File: src/rtl/rank_select_ctrl.sv
// Masked weighted rank-order select: finds the k-th largest masked pixel of a window
// bit-serially, MSB first, time-sharing one popcount between the rank check and selection.

module bitsum_tree #(
    parameter int N  = 9,
    parameter int CW = 4
) (
    input  logic [N-1:0]  bits,
    output logic [CW-1:0] sum
);
    always_comb begin
        sum = '0;
        for (int i = 0; i < N; i++) begin
            sum = sum + {{(CW-1){1'b0}}, bits[i]};
        end
    end
endmodule

module rank_select_ctrl #(
    parameter int N  = 9,
    parameter int W  = 8,
    parameter int CW = 4
) (
    input  logic           clk,
    input  logic           rst_n,
    input  logic           start,
    input  logic [N*W-1:0] pixels,
    input  logic [N-1:0]   mask,
    input  logic [CW-1:0]  rank,
    output logic           busy,
    output logic           done,
    output logic [W-1:0]   result,
    output logic           err
);
    localparam int BW = (W > 1) ? $clog2(W) : 1;

    typedef enum logic [1:0] {IDLE, CHECK, ITER, DONE} state_t;

    state_t         state;
    logic [N*W-1:0] pix_q;
    logic [N-1:0]   mask_q;
    logic [CW-1:0]  rank_q;
    logic [N-1:0]   cand;
    logic [CW-1:0]  k;
    logic [BW-1:0]  b;

    logic [W-1:0]   px;
    logic [N-1:0]   plane;
    logic [N-1:0]   ones;
    logic [N-1:0]   pc_in;
    logic [CW-1:0]  c;

    // Bit-plane b of every latched pixel, restricted to the surviving candidates.
    always_comb begin
        px    = '0;
        plane = '0;
        for (int i = 0; i < N; i++) begin
            px       = pix_q[i*W +: W];
            plane[i] = px[b];
        end
        ones  = cand & plane;
        pc_in = (state == ITER) ? ones : mask_q;
    end

    bitsum_tree #(.N(N), .CW(CW)) u_bitsum (
        .bits (pc_in),
        .sum  (c)
    );

    always_ff @(posedge clk or negedge rst_n) begin
        if (!rst_n) begin
            state  <= IDLE;
            pix_q  <= '0;
            mask_q <= '0;
            rank_q <= '0;
            cand   <= '0;
            k      <= '0;
            b      <= '0;
            busy   <= 1'b0;
            done   <= 1'b0;
            result <= '0;
            err    <= 1'b0;
        end else begin
            case (state)
                IDLE: begin
                    if (start) begin
                        pix_q  <= pixels;
                        mask_q <= mask;
                        rank_q <= rank;
                        result <= '0;
                        err    <= 1'b0;
                        busy   <= 1'b1;
                        state  <= CHECK;
                    end
                end
                CHECK: begin
                    if (rank_q == '0 || rank_q > c) begin
                        err    <= 1'b1;
                        result <= '0;
                        done   <= 1'b1;
                        state  <= DONE;
                    end else begin
                        cand  <= mask_q;
                        k     <= rank_q;
                        b     <= BW'(W - 1);
                        state <= ITER;
                    end
                end
                ITER: begin
                    // Enough candidates have this bit set: the answer has it too.
                    if (c >= k) begin
                        cand      <= ones;
                        result[b] <= 1'b1;
                    end else begin
                        cand      <= cand & ~ones;
                        k         <= k - c;
                        result[b] <= 1'b0;
                    end
                    if (b == '0) begin
                        done  <= 1'b1;
                        state <= DONE;
                    end else begin
                        b <= b - 1'b1;
                    end
                end
                DONE: begin
                    done  <= 1'b0;
                    busy  <= 1'b0;
                    state <= IDLE;
                end
                default: state <= IDLE;
            endcase
        end
    end
endmodule

File: config.mk
export PLATFORM = sky130hd
export DESIGN_NAME = rank_select_ctrl
export DESIGN_NICKNAME = d
export VERILOG_FILES = /design/src/rtl/rank_select_ctrl.sv
export SDC_FILE = /design/constraint.sdc
export NUM_CORES = 1
export LEC_CHECK = 0
export BUFFER_PORTS_ARGS = -buffer_cell sky130_fd_sc_hd__buf_2
export CAP_MARGIN = 20
export CORE_MARGIN = 8
export CORE_UTILIZATION = 45
export CTS_CLUSTER_DIAMETER = 60
export DETAILED_ROUTE_END_ITERATION = 7
export HOLD_SLACK_MARGIN = 0.08
export PLACE_DENSITY = 0.71
export SLEW_MARGIN = 40
export SYNTH_ARGS = -nofsm -noshare
export SYNTH_HDL_FRONTEND = slang
export SYNTH_SLANG_ARGS = --single-unit
File: constraint.sdc
create_clock -name clk -period 7.8 [get_ports clk]
set_clock_uncertainty 0.15 [all_clocks]
set_input_delay 1.56 -clock clk [delete_from_list [all_inputs] [get_ports clk]]
set_output_delay 1.56 -clock clk [all_outputs]
set_load 0.02 [all_outputs]
After elaboration in Yosys (flattened, before gate mapping). Cells that the tools add are included.

Add/subtract/negate cells: 10. $lt $le $gt $ge: 4. Equal/unequal tests: 9. Muxes and demuxes: 45. Bitwise gates (word level): 6. Reduce and logical (&&, ||, !) cells: 19.

Operators with widths (count): $add A4 B1 Y4 (7); $bmux W1 S3 (9); $mux W9 (3); $mux W8 (3); $pmux W8 S3 (1); $and A9 B9 Y9 (2); $pmux W9 S2 (1); $mux W1 (15); $reduce_and A3 Y1 (5); $ne A2 B2 Y1 const B (5); $not A9 Y9 (1); $and A8 B8 Y8 (1); $mux W4 (2); $not A8 Y8 (1); $or A8 B8 Y8 (1); $pmux W2 S4 (1); $pmux W4 S2 (1); $reduce_and A2 Y1 (4); $mux W3 (2); $pmux W3 S2 (1); $reduce_bool A2 Y1 (3); $reduce_bool A3 Y1 (2); $eq A2 B2 Y1 const B (2); $ge A4 B4 Y1 (1); other kinds (17) (19).

Register bits: 114. Logic and storage cells: 104.

Depth between registers and ports, before layout. Gate-level depths: netlist of run 1.

Depth after elaboration: 16. Gate-level depth with buffers: 23. Depth with buffers taken out: 21.

Cells and area by module. From an unflattened synthesis of run 1, not the netlist that was laid out.

Cell total of the unflattened synthesis: 517. Area, all modules: 6088.3 µm².

Modules (own cells, without submodules): rank_select_ctrl (times used 1, cells each 492, area an instance 5876.9 µm², seq. area each 2852.7 µm²); bitsum_tree (times used 1, cells each 25, area an instance 211.5 µm², seq. area each 0.0 µm²).

Worst setup path after synthesis of run 1. Ideal clock, no wire load.

Path type: reg2reg. From: register b[1]. To: register k[0]. Library setup time: 0.126 ns. Data arrival time: 5.904 ns. Required time: 7.524 ns. Setup slack: 1.620 ns. Cell stages (with the launch flop): 22. Cell sequence: dfrtp_1 > buf_2 > mux4_2 > and2_0 > a221oi_1 > o21bai_1 > ha_1 > inv_1 > fa_1 > fa_1 > inv_1 > fa_1 > ha_1 > fa_1 > inv_1 > fa_1 > a21boi_0 > maj3_1 > a22oi_1 > buf_4 > o31ai_1 > a221o_1.

Longest elaborated chain between the ends: 16.

Ends and longest elaborated chain: start: declaration (RTL line 45) `logic [BW-1:0] b;`; start signal: assignment (RTL line 105) `b <= BW'(W - 1);`; start signal: assignment (RTL line 123) `b <= b - 1'b1;`; $bmux W1 S3 (RTL line 59) `plane[i] = px[b];`; $mux W1 (implied by the code) (RTL line 59); $and A9 B9 Y9 (*) (RTL line 61) `ones = cand & plane;`; $mux W9 (*) (RTL line 62) `pc_in = (state == ITER) ? ones : mask_q;`; $add A1 B1 Y2 (RTL line 14) `sum = sum + {{(CW-1){1'b0}}, bits[i]};`; $add A4 B1 Y4 (6 in a row) (RTL line 14); $add A4 B1 Y4 (*) (RTL line 14); $gt A4 B4 Y1 (RTL line 97) `if (rank_q == '0 || rank_q > c) begin`; $logic_or A1 B1 Y1 (RTL line 97); $ne A2 B2 Y1 (no source line); $reduce_and A3 Y1 (no source line); end signal: assignment (RTL line 104) `k <= rank_q;`; end signal: assignment (RTL line 116) `k <= k - c;`; end: declaration (RTL line 44) `logic [CW-1:0] k;`.

Mark *: on every way between the ends. The rest lies on a longest branch, timed or not. The select of a mux whose other input is x is not followed. A chain may end at the register's enable or synchronous reset.

Worst setup path after layout of run 1.
From: register b[0]. To: register result[2].

Longest elaborated chain between the ends: 16.

Ends and longest elaborated chain: $bmux W1 S3 (RTL line 59); $mux W1 (implied by the code) (RTL line 59); $and A9 B9 Y9 (RTL line 61); $mux W9 (RTL line 62); $add A1 B1 Y2 (RTL line 14); $add A4 B1 Y4 (7 in a row) (RTL line 14); $gt A4 B4 Y1 (RTL line 97); $logic_or A1 B1 Y1 (RTL line 97); $ne A2 B2 Y1 (no source line); $reduce_and A3 Y1 (no source line); end signal: assignment (RTL line 99) `result <= '0;`; end signal: indexed assignment (RTL line 113) `result[b] <= 1'b1;`; end signal: indexed assignment (RTL line 117) `result[b] <= 1'b0;`; end: declaration (RTL line 32) `output logic [W-1:0] result,`.

Parallel ways exist; a longest one is shown, timed or not. The select of a mux whose other input is x is not followed.

==> impl_metrics.py, run 1 <==
metrics = {
    "synth": {
        "netlist_area_um2": 5947,
        "synth_cell_types": 54,
        "synth_ff_type": "dfrtp_1",
        "yosysTopAreaCellShare_pct": 47.97,
        "synth_edf_count": 0,
        "synth.most_common_cell": "dfrtp_1",
        "synthCells": 485,
        "synth_area_leader_cell": "dfrtp_1",
        "synth_area_per_cell_um2": 12.26,
        "ys_ff_latch": 114,
        "synth_nets": 597,
        "synthTopCellsByArea": "dfrtp_1 48%, mux2_2 16%, mux4_2 4.2%",
        "synth_commonest_cells": "114 x dfrtp_1, 86 x mux2_2, 36 x nand2_1, 20 x inv_1, 19 x mux2i_1",
        "ys_warn_count": 0,
        "seq_area_frac_synth_pct": 47.97,
        "async_flop_share_pct": 100.0,
    },
    "critical_path": {
        "start_kind": "flop",
        "crit_chain": "buf_4, mux4_2, and2_0, a221oi_1, o21bai_1, ha_1, inv_1, fa_1, fa_1, inv_1, fa_1, ha_1, fa_1, inv_1, fa_1, a21boi_0, maj3_1, a22oi_1, buf_4, and2_1, nand2_1, o2bb2ai_1",
        "max_stage_delay_ps": 550,
        "cp.arrival_ps": 7190,
        "cp.required_ps": 7980,
        "crit_type": "reg2reg",
        "timing.reg2reg.setup_slack_ps": 800,
        "end_kind": "flop",
        "crit_top_cell": "fa_1",
        "slowest_stage": "fa_1",
        "crit_fanout": 21,
    },
    "grt": {
        "antenna_found_initial": 0,
        "first_global_vias": 4632,
        "grt_pass1_wl_mm": 23.43,
        "grt.overflow.total": 0,
        "grt_max_degree": 72,
        "grt.total_usage_pct": 17.91,
    },
    "worst_hold_path": {
        "hold_path_class": "reg2reg",
    },
    "finish": {
        "regArea_um2": 2853,
        "n_antenna_cell": 0,
        "finalNetCount": 698,
        "finalCoreUtilization_pct": 55.54,
        "final_cells": 775,
        "fillers": 1114,
        "multi_input_area_um2": 2912,
        "area_delta_synth_final_pct": 22.20,
        "drive_gt1_share_pct": 39.90,
    },
    "sta": {
        "setup_violations": 0,
        "hold_viol": 0,
        "rsz0062_at_grt": "false",
        "worst_pin_slew_ps": 658.6,
        "setup_tns_ps": 0,
        "drv_slew": 0,
        "slew-limit-headroom_pct": 56.09,
        "worst_hold_slack_ps": 332.9,
        "fin_crit_sh_pct": 89.78,
        "period_needed_ps": 7003,
        "fmax_ghz": 0.1428,
    },
    "floorplanning": {
        "die_area_um2": 17150,
        "fp.dieW_um": 131.0,
        "row_count": 42,
        "io_pins": 99,
        "die_h_um": 131.0,
        "core_region_area_um2": 13090,
        "initial_core_util_pct": 45.45,
    },
    "clock_tree": {
        "root_buffer": "clkbuf_16",
        "cts_max_level": 4,
        "cts_resized": 0,
        "clock_latency_ps": 420,
        "clockBufferDepth": 2,
        "cts_tree": "built",
        "ctsHoldBuffers": 0,
        "postCtsSetupRepairBufs": 0,
        "clk_pin_slew_ps": 60,
        "cts_buffers": 17,
        "clkSinkCount": 114,
    },
    "detailed_routing": {
        "initialDrtViolationCount": 250,
        "via_count": 4219,
        "dr.pass1.iters": 4,
        "avgViaCountPerCell": 5.444,
        "drc": 0,
        "antenna_left": 0,
        "avgRoutedWirePerCell_um": 18.26,
        "drt_wl_total_mm": 14.15,
    },
    "placement": {
        "place_inst": 743,
        "dp_hpwl_mm": 10.31,
        "io_buffers": 98,
        "place.gp.congestion": 0.7969,
    },
    "flow_run": {
        "maxCapViolCount": 0,
    },
    "outcome": {
        "status": "finished, final reports clean",
    },
}
## sequential cells by signal (all words and copies together) (netlist names)
signal	flops
done	1
mask_q	9
b	3
pix_q	72
state	2
rank_q	4
k	4
cand	9
result	8
busy	1
err	1
## kinds of logic after synthesis
group | Yosys count | share of synthesized area [%]
multiplexers | 116 | 23.65
flip-flops | 114 | 47.97
AND/OR/NAND/NOR | 88 | 7.048
AO/OA/AOI/OAI | 82 | 10.10
buffers and inverters | 46 | 3.198
adder cells (fa/ha/maj) | 25 | 5.975
XOR/XNOR | 14 | 2.062
## routing by layer
metal  wire length (µm)  share of wire (%)  GRT usage (%)
met2               6959                 49          28.92
met4                189                1.3          6.347
met1               6050                 43          21.72
met3                953                6.7          6.331
met5                  0                  0              0
## worst paths after layout
path / from / end / cells past startpoint
setup reg to reg: b[0] / result[2] / 22
hold reg to reg: result[1] / result[1] / 1
min in group asynchronous: rst_n / rank_q[0] / 1
setup / recovery: b[0] / result[2] / 22
hold / removal: result[1] / result[1] / 1
max in group asynchronous: rst_n / pix_q[2] / 2
## final cells by class
type                       instances  share of cell area [%]
inverter                          20                   1.033
tap                              176                   3.030
multi-input combinational        325                   40.07
clock buffer                      18                   5.906
sequential                       114                   39.26
timing repair buffer             108                   7.920
clock inverter                    14                   2.789
## per-stage QoR
stage	setup slack, ps	cell area, µm²
global placement	1166	6628
CTS	784.2	7263
finish	797.2	7267
global route	374.2	7267
detailed placement	895.5	6631
floorplan	1620	5947
## cell usage in the layout (no fill, tap or decap), types with 3 or more instances in the layout
master	n
o2bb2ai_1	9
nor3_1	3
nor2b_1	11
o211ai_1	3
nor2_1	12
a22oi_1	3
mux4_2	11
a21oi_1	3
buf_4	9
bufinv_16	4
dfrtp_1	114
clkinvlp_4	4
a31oi_1	7
nand3_1	17
a221o_1	4
inv_1	20
mux2_2	86
ha_1	18
o21ai_1	8
buf_2	97
o21bai_1	5
fa_1	6
nand2_1	35
o21ai_0	14
clkinv_4	3
clkbuf_16	17
inv_6	3
mux2i_1	19
xnor2_1	13
## worst max-delay path, delay by kind of cell, from the launching register on
kind | cells | cell delay, ps
buffers and inverters | 5 | 710
AO/OA/AOI/OAI | 5 | 1320
adder cells (fa/ha/maj) | 8 | 3390
AND/OR/NAND/NOR | 3 | 490
flip-flops | 1 | 330
multiplexers | 1 | 520
Power of run 1 is left out: the tool's default activity adds up to more than one toggle a clock period on the data nets, which glitch-free logic cannot reach.
==> run 2, diff against run 1 <==
SYNTH_HIERARCHICAL = 1   (was default)
==> run 2 against run 1 <==
  * Sequential share of layout area down 0.26 points
  * Utilization shrank 0.27 points
  * Global-route usage down 1.4 points
  * Register-to-register slack better by 130 ps
==> impl_metrics.py, run 2 <==
metrics = {
    "grt": {
        "grt.total_usage_pct": 16.55,
        "antenna_found_initial": 0,
        "grt_pass1_wl_mm": 23.39,
        "grt.overflow.total": 0,
        "first_global_vias": 4732,
        "grt_max_degree": 87,
    },
    "finish": {
        "finalNetCount": 719,
        "reg_top3": "pix_q: 72 flops, cand: 9 flops, mask_q: 9 flops",
        "area_delta_synth_final_pct": 20.20,
        "multi_input_area_um2": 2972,
        "final_common_cell": "dfrtp_1",
        "drive_gt1_share_pct": 40.19,
        "regMostFlops": "pix_q",
        "n_antenna_cell": 0,
        "regArea_um2": 2854,
        "largest_reg_flops": 72,
        "fillers": 1142,
        "final_cell_mix": "113 x dfrtp_1, 97 x buf_2, 86 x mux2_2, 33 x nand2_1, 30 x inv_1",
    },
    "sta": {
        "period_needed_ps": 6870,
        "worst_pin_slew_ps": 724.8,
        "slew-limit-headroom_pct": 51.38,
        "rsz0062_at_grt": "false",
        "hold_viol": 0,
        "fmax_ghz": 0.1456,
        "setup_ws_ps": 930.5,
        "drv_slew": 0,
        "setup_tns_ps": 0,
        "setup_violations": 0,
        "fin_crit_sh_pct": 88.07,
    },
    "detailed_routing": {
        "dr.pass1.iters": 5,
        "avgViaCountPerCell": 5.510,
        "drc": 0,
        "avgRoutedWirePerCell_um": 17.71,
        "drt_wl_total_mm": 14.13,
        "antenna_left": 0,
        "via_count": 4397,
        "initialDrtViolationCount": 285,
    },
    "clock_tree": {
        "cts_tree": "built",
        "cts_resized": 0,
        "cts_buffers": 17,
        "clock_latency_ps": 420,
        "clk_pin_slew_ps": 50,
        "clkSinkCount": 114,
        "ctsHoldBuffers": 0,
        "clockBufferDepth": 2,
        "root_buffer": "clkbuf_16",
        "postCtsSetupRepairBufs": 0,
        "cts_max_level": 4,
    },
    "synth": {
        "ys_ff_latch": 114,
        "yosysTopAreaCellShare_pct": 46.86,
        "ys_warn_count": 6,
        "synth_commonest_cells": "114 x dfrtp_1, 86 x mux2_2, 34 x nand2_1, 30 x inv_1, 23 x a21oi_1",
        "synth_cell_types": 62,
        "synthCells": 517,
        "synth.most_common_cell": "dfrtp_1",
        "synth_nets": 627,
        "synth_area_per_cell_um2": 11.78,
        "seq_area_frac_synth_pct": 46.86,
        "async_flop_share_pct": 100.0,
        "netlist_area_um2": 6088,
        "synthTopCellsByArea": "dfrtp_1 47%, mux2_2 16%, ha_1 3.3%",
        "synth_area_leader_cell": "dfrtp_1",
        "synth_edf_count": 0,
        "synth_ff_type": "dfrtp_1",
    },
    "critical_path": {
        "cp.required_ps": 7950,
        "crit_chain": "inv_1, ha_1, buf_4, clkinv_1, o21ai_0, inv_1, fa_1, fa_1, fa_1, fa_1, fa_1, inv_1, inv_1, ha_1, nor2b_1, o2111a_1, nor3_2, buf_4, or3_4, o2bb2ai_1",
        "crit_fanout": 33,
        "max_stage_delay_ps": 670,
        "crit_top_cell": "fa_1",
        "cp.arrival_ps": 7020,
        "slowest_stage": "clkinv_1",
        "end_kind": "flop",
        "start_kind": "flop",
        "crit_type": "reg2reg",
    },
    "floorplanning": {
        "io_pins": 99,
        "row_count": 42,
        "die_area_um2": 17510,
        "core_region_area_um2": 13240,
        "initial_core_util_pct": 45.98,
        "fp.dieW_um": 132.3,
        "die_h_um": 132.3,
    },
    "placement": {
        "io_buffers": 98,
        "dp_slack_ps": 1011,
        "dp_hpwl_mm": 10.29,
        "place.gp.congestion": 0.8244,
    },
    "flow_run": {
        "maxCapViolCount": 0,
    },
    "worst_hold_path": {
        "hold_path_class": "reg2reg",
    },
    "outcome": {
        "status": "finished, final reports clean",
    },
}
run 2: worst max-delay path, delay by kind of cell, from the launching register on:
family,cells,cell delay [ps]
adders and majority gates,7,2850
and+or+nand+nor,3,860
AOI/OAI and AO/OA,3,790
DFF,1,410
buffers and inverters,7,1670
run 2: area by class of cell:
cell class	instances	area share [%]
clock inverter	9	1.402
multi-input combinational	339	40.61
inverter	32	1.641
timing repair buffer	105	7.540
sequential	114	39.00
clock buffer	23	6.805
tap	176	3.009
run 2: kinds of logic after synthesis:
group	after synthesis	synth area share, %
flip-flops	114	46.86
adder cells (fa/ha/maj)	22	5.261
AND/OR/NAND/NOR	87	7.727
buffers and inverters	64	4.706
multiplexers	112	21.82
AO/OA/AOI/OAI	106	11.90
XOR/XNOR	12	1.726
run 2: worst paths after layout:
| kind | endpoint | slack (ps) | depth (start not counted) | from |
|---|---|---|---|---|
| min in group asynchronous | pix_q[58] | 920 | 1 | rst_n |
| min reg2reg | err | 350 | 2 | err |
| max reg2reg | result[7] | 930 | 20 | state[0] |
| max | result[7] | 930 | 20 | state[0] |
| min | err | 350 | 2 | err |
| max in group asynchronous | b[1] | 5520 | 2 | rst_n |
run 2: metal layers:
metal  vias to the layer above  track usage [%]  share of wire [%]
met4                         0            6.562                1.6
met2                       120            26.71                 49
met3                        21            5.145                5.2
li1                       2072                -                  -
met5                         -                0                  0
met1                      2184            20.26                 44
run 2: per-stage QoR:
stage                     cell area [µm²]  util [%]  std cells  hold WS (ps)
after CTS                            7310     55.20        798         352.6
after global routing                 7318     55.26        798         360.1
final                                7318     55.26        798         347.5
after global placement               6695     50.56        766         332.9
after detailed placement             6709     50.66        766         339.3
after floorplan                      6088         -        517         321.4
Power of run 2 is left out for the same reason.
